[src/rtl/tiny_dnn_pkg.sv]
// Shared types and field widths for the tiny_dnn convolution address sequencer.
// The BIAS state exists only when TINY_DNN_SEQ_BIAS_EN is defined.
package tiny_dnn_pkg;
    localparam int ID_W  = 4;
    localparam int IS_W  = 10;
    localparam int DIM_W = 5;
    localparam int K_W   = 3;

    typedef enum logic [1:0] {
        IDLE = 2'd0,
        RUN  = 2'd1,
`ifdef TINY_DNN_SEQ_BIAS_EN
        BIAS = 2'd2,
`endif
        FIN  = 2'd3
    } state_t;
endpackage

[src/rtl/tiny_dnn_cnt.sv]
// Single wrap counter: counts 0..limit-1 on inc, pulses wrap when it rolls over.
module tiny_dnn_cnt #(
    parameter int W = 4
) (
    input  logic         clk,
    input  logic         reset,
    input  logic         clr,
    input  logic         inc,
    input  logic [W-1:0] limit,
    output logic [W-1:0] cnt,
    output logic         at_max,
    output logic         wrap
);
    // Widen by one bit so limit==0 never aliases to the all-ones value.
    assign at_max = ((W+1)'(cnt) + (W+1)'(1)) == (W+1)'(limit);
    assign wrap   = inc & at_max;

    always_ff @(posedge clk) begin
        if (reset || clr)
            cnt <= '0;
        else if (inc)
            cnt <= at_max ? '0 : cnt + W'(1);
    end
endmodule

[src/rtl/tiny_dnn_seq.sv]
// Convolution beat sequencer: walks oy/ox/ic/ky/kx and emits buffer addresses per beat.
// Define TINY_DNN_SEQ_BIAS_EN to add an optional bias beat after each accumulation.
module tiny_dnn_seq
    import tiny_dnn_pkg::*;
#(
    parameter int IAW = 12,
    parameter int WAW = 10,
    parameter int OAW = 10
) (
    input  logic             clk,
    input  logic             reset,
    input  logic             run,
    input  logic             enbias,
    input  logic [ID_W-1:0]  id,
    input  logic [IS_W-1:0]  is,
    input  logic [DIM_W-1:0] iw,
    input  logic [DIM_W-1:0] oh,
    input  logic [DIM_W-1:0] ow,
    input  logic [DIM_W-1:0] ks,
    input  logic [K_W-1:0]   kh,
    input  logic [K_W-1:0]   kw,
    output logic [IAW-1:0]   in_addr,
    output logic [WAW-1:0]   w_addr,
    output logic [OAW-1:0]   out_addr,
    output logic             src_valid,
    input  logic             src_ready,
    output logic             first,
    output logic             last,
    output logic             bias,
    output logic             busy,
    output logic             done
);
    state_t state, nxt;
    logic   run_q, start, clr, adv, bias_on;
    logic   zero_dim, acc_end, final_beat;

    logic [K_W-1:0]   kx, ky;
    logic [ID_W-1:0]  ic;
    logic [DIM_W-1:0] ox, oy;
    logic kx_max, ky_max, ic_max, ox_max, oy_max;
    logic kx_wrap, ky_wrap, ic_wrap, ox_wrap, unused_oy_wrap;

`ifdef TINY_DNN_SEQ_BIAS_EN
    assign bias_on = enbias;
`else
    logic unused_enbias;
    assign unused_enbias = enbias;
    assign bias_on       = 1'b0;
`endif

    // Innermost first: each counter steps when the one inside it wraps.
    tiny_dnn_cnt #(.W(K_W))   u_kx (.clk(clk), .reset(reset), .clr(clr), .inc(adv),     .limit(kw), .cnt(kx), .at_max(kx_max), .wrap(kx_wrap));
    tiny_dnn_cnt #(.W(K_W))   u_ky (.clk(clk), .reset(reset), .clr(clr), .inc(kx_wrap), .limit(kh), .cnt(ky), .at_max(ky_max), .wrap(ky_wrap));
    tiny_dnn_cnt #(.W(ID_W))  u_ic (.clk(clk), .reset(reset), .clr(clr), .inc(ky_wrap), .limit(id), .cnt(ic), .at_max(ic_max), .wrap(ic_wrap));
    tiny_dnn_cnt #(.W(DIM_W)) u_ox (.clk(clk), .reset(reset), .clr(clr), .inc(ic_wrap), .limit(ow), .cnt(ox), .at_max(ox_max), .wrap(ox_wrap));
    tiny_dnn_cnt #(.W(DIM_W)) u_oy (.clk(clk), .reset(reset), .clr(clr), .inc(ox_wrap), .limit(oh), .cnt(oy), .at_max(oy_max), .wrap(unused_oy_wrap));

    assign start      = run & ~run_q;
    assign zero_dim   = (oh == '0) | (ow == '0) | (id == '0) | (kh == '0) | (kw == '0);
    assign acc_end    = kx_max & ky_max & ic_max;
    assign final_beat = acc_end & ox_max & oy_max;

    always_ff @(posedge clk) begin
        if (reset) begin
            state <= IDLE;
            run_q <= 1'b1;
        end else begin
            state <= nxt;
            run_q <= run;
        end
    end

    always_comb begin
        nxt       = state;
        src_valid = 1'b0;
        first     = 1'b0;
        last      = 1'b0;
        bias      = 1'b0;
        busy      = 1'b0;
        done      = 1'b0;
        adv       = 1'b0;
        clr       = 1'b0;
        case (state)
            IDLE: begin
                clr = 1'b1;
                if (start) nxt = RUN;
            end
            RUN: begin
                busy = 1'b1;
                if (zero_dim) begin
                    nxt = FIN;
                end else begin
                    src_valid = 1'b1;
                    first     = (kx == '0) & (ky == '0) & (ic == '0);
                    last      = acc_end & ~bias_on;
                    if (src_ready) begin
`ifdef TINY_DNN_SEQ_BIAS_EN
                        // Counters hold on the last data beat so the bias beat keeps in_addr.
                        if (acc_end && bias_on) begin
                            nxt = BIAS;
                        end else begin
                            adv = 1'b1;
                            if (final_beat) nxt = FIN;
                        end
`else
                        adv = 1'b1;
                        if (final_beat) nxt = FIN;
`endif
                    end
                end
            end
`ifdef TINY_DNN_SEQ_BIAS_EN
            BIAS: begin
                busy      = 1'b1;
                src_valid = 1'b1;
                bias      = 1'b1;
                last      = 1'b1;
                if (src_ready) begin
                    adv = 1'b1;
                    nxt = final_beat ? FIN : RUN;
                end
            end
`endif
            FIN: begin
                busy = 1'b1;
                done = 1'b1;
                nxt  = IDLE;
            end
            default: nxt = IDLE;
        endcase
        if (!run && state != IDLE) begin
            nxt = IDLE;
            adv = 1'b0;
            clr = 1'b1;
        end
    end

    assign in_addr  = IAW'(32'(ic) * 32'(is) + (32'(oy) + 32'(ky)) * 32'(iw) + 32'(ox) + 32'(kx));
    assign w_addr   = bias ? WAW'(32'(id) * 32'(ks))
                           : WAW'(32'(ic) * 32'(ks) + 32'(ky) * 32'(kw) + 32'(kx));
    assign out_addr = OAW'(32'(oy) * 32'(ow) + 32'(ox));
endmodule

[config.mk]
export PLATFORM = sky130hd
export DESIGN_NAME = tiny_dnn_seq
export DESIGN_NICKNAME = d
export VERILOG_FILES = /design/src/rtl/tiny_dnn_pkg.sv /design/src/rtl/tiny_dnn_cnt.sv /design/src/rtl/tiny_dnn_seq.sv
export SDC_FILE = /design/constraint.sdc
export NUM_CORES = 1
export LEC_CHECK = 0
export ABC_AREA = 1
export BUFFER_PORTS_ARGS = -buffer_cell sky130_fd_sc_hd__buf_2
export CELL_PAD_IN_SITES_DETAIL_PLACEMENT = 1
export CELL_PAD_IN_SITES_GLOBAL_PLACEMENT = 1
export CORE_MARGIN = 2
export CORE_UTILIZATION = 40
export CTS_CLUSTER_DIAMETER = 80
export CTS_CLUSTER_SIZE = 25
export DETAILED_ROUTE_END_ITERATION = 10
export PLACE_DENSITY = 0.82
export SETUP_SLACK_MARGIN = 0.5
export SLEW_MARGIN = 0
export SYNTH_ARGS = -nofsm -noshare
export SYNTH_HDL_FRONTEND = slang
export SYNTH_SLANG_ARGS = --single-unit
[constraint.sdc]
create_clock -name clk -period 6.75 [get_ports clk]
set_clock_uncertainty 0.05 [all_clocks]
set_input_delay 0.675 -clock clk [delete_from_list [all_inputs] [get_ports clk]]
set_output_delay 0.675 -clock clk [all_outputs]
set_load 0.02 [all_outputs]
==> reports/summary.json <==
{
  "timing": {
    "maxSlewViolCount": 0,
    "grt_setup_unrepaired": "true",
    "slew_headroom": 0.341,
    "setup_viol": 0,
    "finalWorstPathRequiredPeriod_ns": 6.25,
    "finalCritPeriodShare": 0.926,
    "fmaxAchievable_mhz": 160,
    "tightest_slew_ns": 0.983,
    "setup_total_negative_slack_ns": 0,
    "final_hold_viol_count": 0
  },
  "setup_path": {
    "cp_data_arrival_time_ns": 5.53,
    "maximum_single_stage_delay_on_the_critical_path_ns": 0.54,
    "critical_path.endpoint_type": "output port",
    "cp-start-kind": "register",
    "worst_path_max_delay_cell": "sky130_fd_sc_hd__fa_1",
    "worst-endpoint-required_ns": 6.02,
    "crit_path_max_fanout": 3,
    "cp.buffers_inverters": 6,
    "critical-path-top-delay-family": "adder cells",
    "crit_top_cell": "sky130_fd_sc_hd__fa_1",
    "setup.worst_path.class": "reg2out"
  },
  "synthesis": {
    "synthCells": 923,
    "synth_top_area_frac": 0.262,
    "synth_fp_nets": 1134,
    "syn_area_per_cell_sq_um": 6.95,
    "count_of_distinct_cell_types_in_the_synthesized_netlist": 41,
    "synth_seq_area_share": 0.0718,
    "synth-seq-cells": 23,
    "synth_top_cells_by_area": "sky130_fd_sc_hd__fa_1, sky130_fd_sc_hd__ha_1, sky130_fd_sc_hd__nand2_1",
    "synth_area_leader_cell": "sky130_fd_sc_hd__fa_1",
    "ys.warnings.count": 0,
    "synthMostInstantiatedCell": "sky130_fd_sc_hd__nand2_1",
    "yosys-top-cells-count": "sky130_fd_sc_hd__nand2_1, sky130_fd_sc_hd__inv_1, sky130_fd_sc_hd__fa_1",
    "synth-edff-count": 0,
    "synth_async_sr_flop_share": 0,
    "ys.flop_type": "sky130_fd_sc_hd__dfxtp_1",
    "syn_area_sq_mm": 0.00641
  },
  "power_and_ir_drop": {
    "p_seq_frac": 0.420,
    "power.static_leakage_nw": 4.69,
    "peakVddDrop_v": 0.0000695,
    "switchingPower_w": 0.0000901,
    "combPwrFrac": 0.167,
    "power_density_mw_per_mm2": 43.2,
    "clockPowerShare": 0.412,
    "internal_power_w": 0.000235,
    "switching_share": 0.277
  },
  "die": {
    "floorplan.io_pins": 83,
    "die_w_um": 131,
    "die_area_sq_mm": 0.0171,
    "initial_utilization": 0.407,
    "coreArea_sq_mm": 0.0158,
    "die_height_um": 131,
    "rows": 46
  },
  "place": {
    "finalWeightedCongestion": 0.835,
    "buffer_ports.inserted": 80,
    "post_dp_hpwl_mm": 14.6
  },
  "global_routing": {
    "gr-usage-all-layers": 0.206,
    "grt_antenna_before_repair": 2,
    "overall_overflow_remaining_after_global_route": 0,
    "first_global_vias": 6257,
    "pin_count_of_the_biggest_net_entering_global_routing": 19,
    "grt_first_pass_wirelength_mm": 28.4
  },
  "job": {
    "max-cap-violations": 0
  },
  "cells_and_area": {
    "postLayoutCoreUtil": 0.478,
    "area.growth.synth_to_final_pct": 17.5,
    "num-nets-final": 1225,
    "final_layout_size_suffix_gt1_frac": 0.176,
    "num-fill-cells": 2108
  },
  "clock_network": {
    "cts_sinks": 23,
    "cts_max_level": 1,
    "tritoncts": "yes",
    "cts.root.buffer_cell": "sky130_fd_sc_hd__clkbuf_16",
    "tritoncts.num_buffers": 3,
    "cts.reportedPaths.clkPinSlew_ns": 0.06,
    "ctsHoldBuffers": 0,
    "max-clock-path-buffers": 2,
    "clk_latency_ns": 0.26
  },
  "route": {
    "drt-wirelength-per-cell_um": 14.0,
    "num_vias": 5892,
    "antenna_violating_nets_post_route": 0,
    "via_per_inst": 4.79,
    "detailedRoute.firstPassIterationCount": 8,
    "route.detailed.drc": 0,
    "drt-initial-drc-count": 189,
    "aggregate_routed_wire_length_mm": 17.2
  },
  "status": {
    "status": "complete, no violations"
  },
  "worst_hold_path": {
    "worstHoldPathType": "reg2reg"
  }
}
kinds of logic (layout without fill, tap and decap cells):
family | count (synthesis) | count (layout) | synth area share
buffers and inverters | 245 | 335 | 0.149
flip-flops | 23 | 23 | 0.0718
other | 1 | 3 | 0.000585
adder cells (fa/ha/maj) | 166 | 166 | 0.422
AND/OR/NAND/NOR | 408 | 408 | 0.274
XOR/XNOR | 28 | 28 | 0.0382
AO/OA/AOI/OAI | 52 | 52 | 0.0443
repair_timing:
action	in CTS	in global routing
pin swaps	21	6
resized for setup	40	26
setup buffers	10	2
setup endpoints to repair	7	7
placed cells by master (no fill, tap or decap), types with 18 or more instances in the layout:
cell | Yosys | routed
sky130_fd_sc_hd__nor2_1 | 73 | 68
sky130_fd_sc_hd__buf_4 | 2 | 28
sky130_fd_sc_hd__a21oi_1 | 27 | 24
sky130_fd_sc_hd__inv_1 | 221 | 216
sky130_fd_sc_hd__dfxtp_1 | 23 | 21
sky130_fd_sc_hd__nand3_1 | 42 | 41
sky130_fd_sc_hd__xor2_1 | 18 | 18
sky130_fd_sc_hd__nand2_1 | 254 | 248
sky130_fd_sc_hd__fa_1 | 84 | 82
sky130_fd_sc_hd__ha_1 | 82 | 72
sky130_fd_sc_hd__buf_2 | 7 | 74
final timing paths:
| path | start | end | slack, ns | cells after the start |
|---|---|---|---|---|
| max | u_ky.cnt[0]$_SDFFE_PP0P_ | in_addr[7] | 0.50 | 25 |
| min | run_q$_SDFF_PP1_ | state[0]$_SDFFE_PP0P_ | 0.38 | 1 |
| min reg2reg | run_q$_SDFF_PP1_ | state[0]$_SDFFE_PP0P_ | 0.38 | 1 |
| max reg2reg | u_ic.cnt[1]$_SDFFE_PP0P_ | u_oy.cnt[4]$_SDFFE_PP0P_ | 4.36 | 11 |
layer usage:
layer | wire (um) | vias up | GRT usage | part of all wire
li1 | - | 2921 | - | -
met1 | 7640 | 2855 | 0.261 | 0.44
met2 | 8770 | 93 | 0.382 | 0.51
met3 | 465 | 23 | 0.0163 | 0.027
met4 | 328 | 0 | 0.0488 | 0.019
met5 | 0 | - | 0 | 0
area by class of cell:
| cell class | count | area [sq um] | area share |
|---|---|---|---|
| Multi-Input combinational cell | 655 | 5260 | 0.698 |
| Antenna cell | 2 | 5.00 | 0.000664 |
| Timing Repair Buffer | 104 | 603 | 0.0800 |
| Inverter | 227 | 856 | 0.114 |
| Clock buffer | 4 | 78.8 | 0.0105 |
| Tap cell | 216 | 270 | 0.0359 |
| Sequential cell | 23 | 463 | 0.0614 |
worst register-to-register path: stages, from the launching register on:
cell and delay (ns):
sky130_fd_sc_hd__dfxtp_1 0.50, sky130_fd_sc_hd__buf_4 0.27, sky130_fd_sc_hd__inv_1 0.06, sky130_fd_sc_hd__ha_1 0.34, sky130_fd_sc_hd__xnor2_1 0.15, sky130_fd_sc_hd__nand3_1 0.10
sky130_fd_sc_hd__nor2_2 0.15, sky130_fd_sc_hd__nand2_4 0.11, sky130_fd_sc_hd__nor3_1 0.25, sky130_fd_sc_hd__nand3_1 0.15, sky130_fd_sc_hd__nor2_1 0.12, sky130_fd_sc_hd__nor2_1 0.05
power groups by stage:
stage,Combinational [W],Clock (W),Sequential [W]
floorplan,0.0000253,0,0.000140
global placement,0.0000535,0,0.000140
detailed placement,0.0000544,0,0.000140
CTS,0.0000549,0.000135,0.000137
global route,0.0000607,0.000140,0.000137
finish,0.0000544,0.000134,0.000137
registers in the layout, summed over array words and instances, names as in the netlist:
name and cells:
state 2, u_ic.cnt 4, u_oy.cnt 5, run_q 1, u_ox.cnt 5, u_kx.cnt 3, u_ky.cnt 3
through the flow:
| step | hold slack, ns | std cells | power (W) | setup slack, ns | cell area (sq um) |
|---|---|---|---|---|---|
| final | 0.376 | 1231 | 0.000325 | 0.499 | 7540 |
| after floorplan | 0.352 | 923 | 0.000165 | 0.517 | 6420 |
| after global placement | 0.363 | 1213 | 0.000193 | 0.369 | 7080 |
| after detailed placement | 0.372 | 1213 | 0.000194 | 0.181 | 7080 |
| after CTS | 0.381 | 1227 | 0.000327 | 0.497 | 7370 |
| after global routing | 0.407 | 1230 | 0.000338 | 0.316 | 7530 |
(Power assumes the default switching activity.)
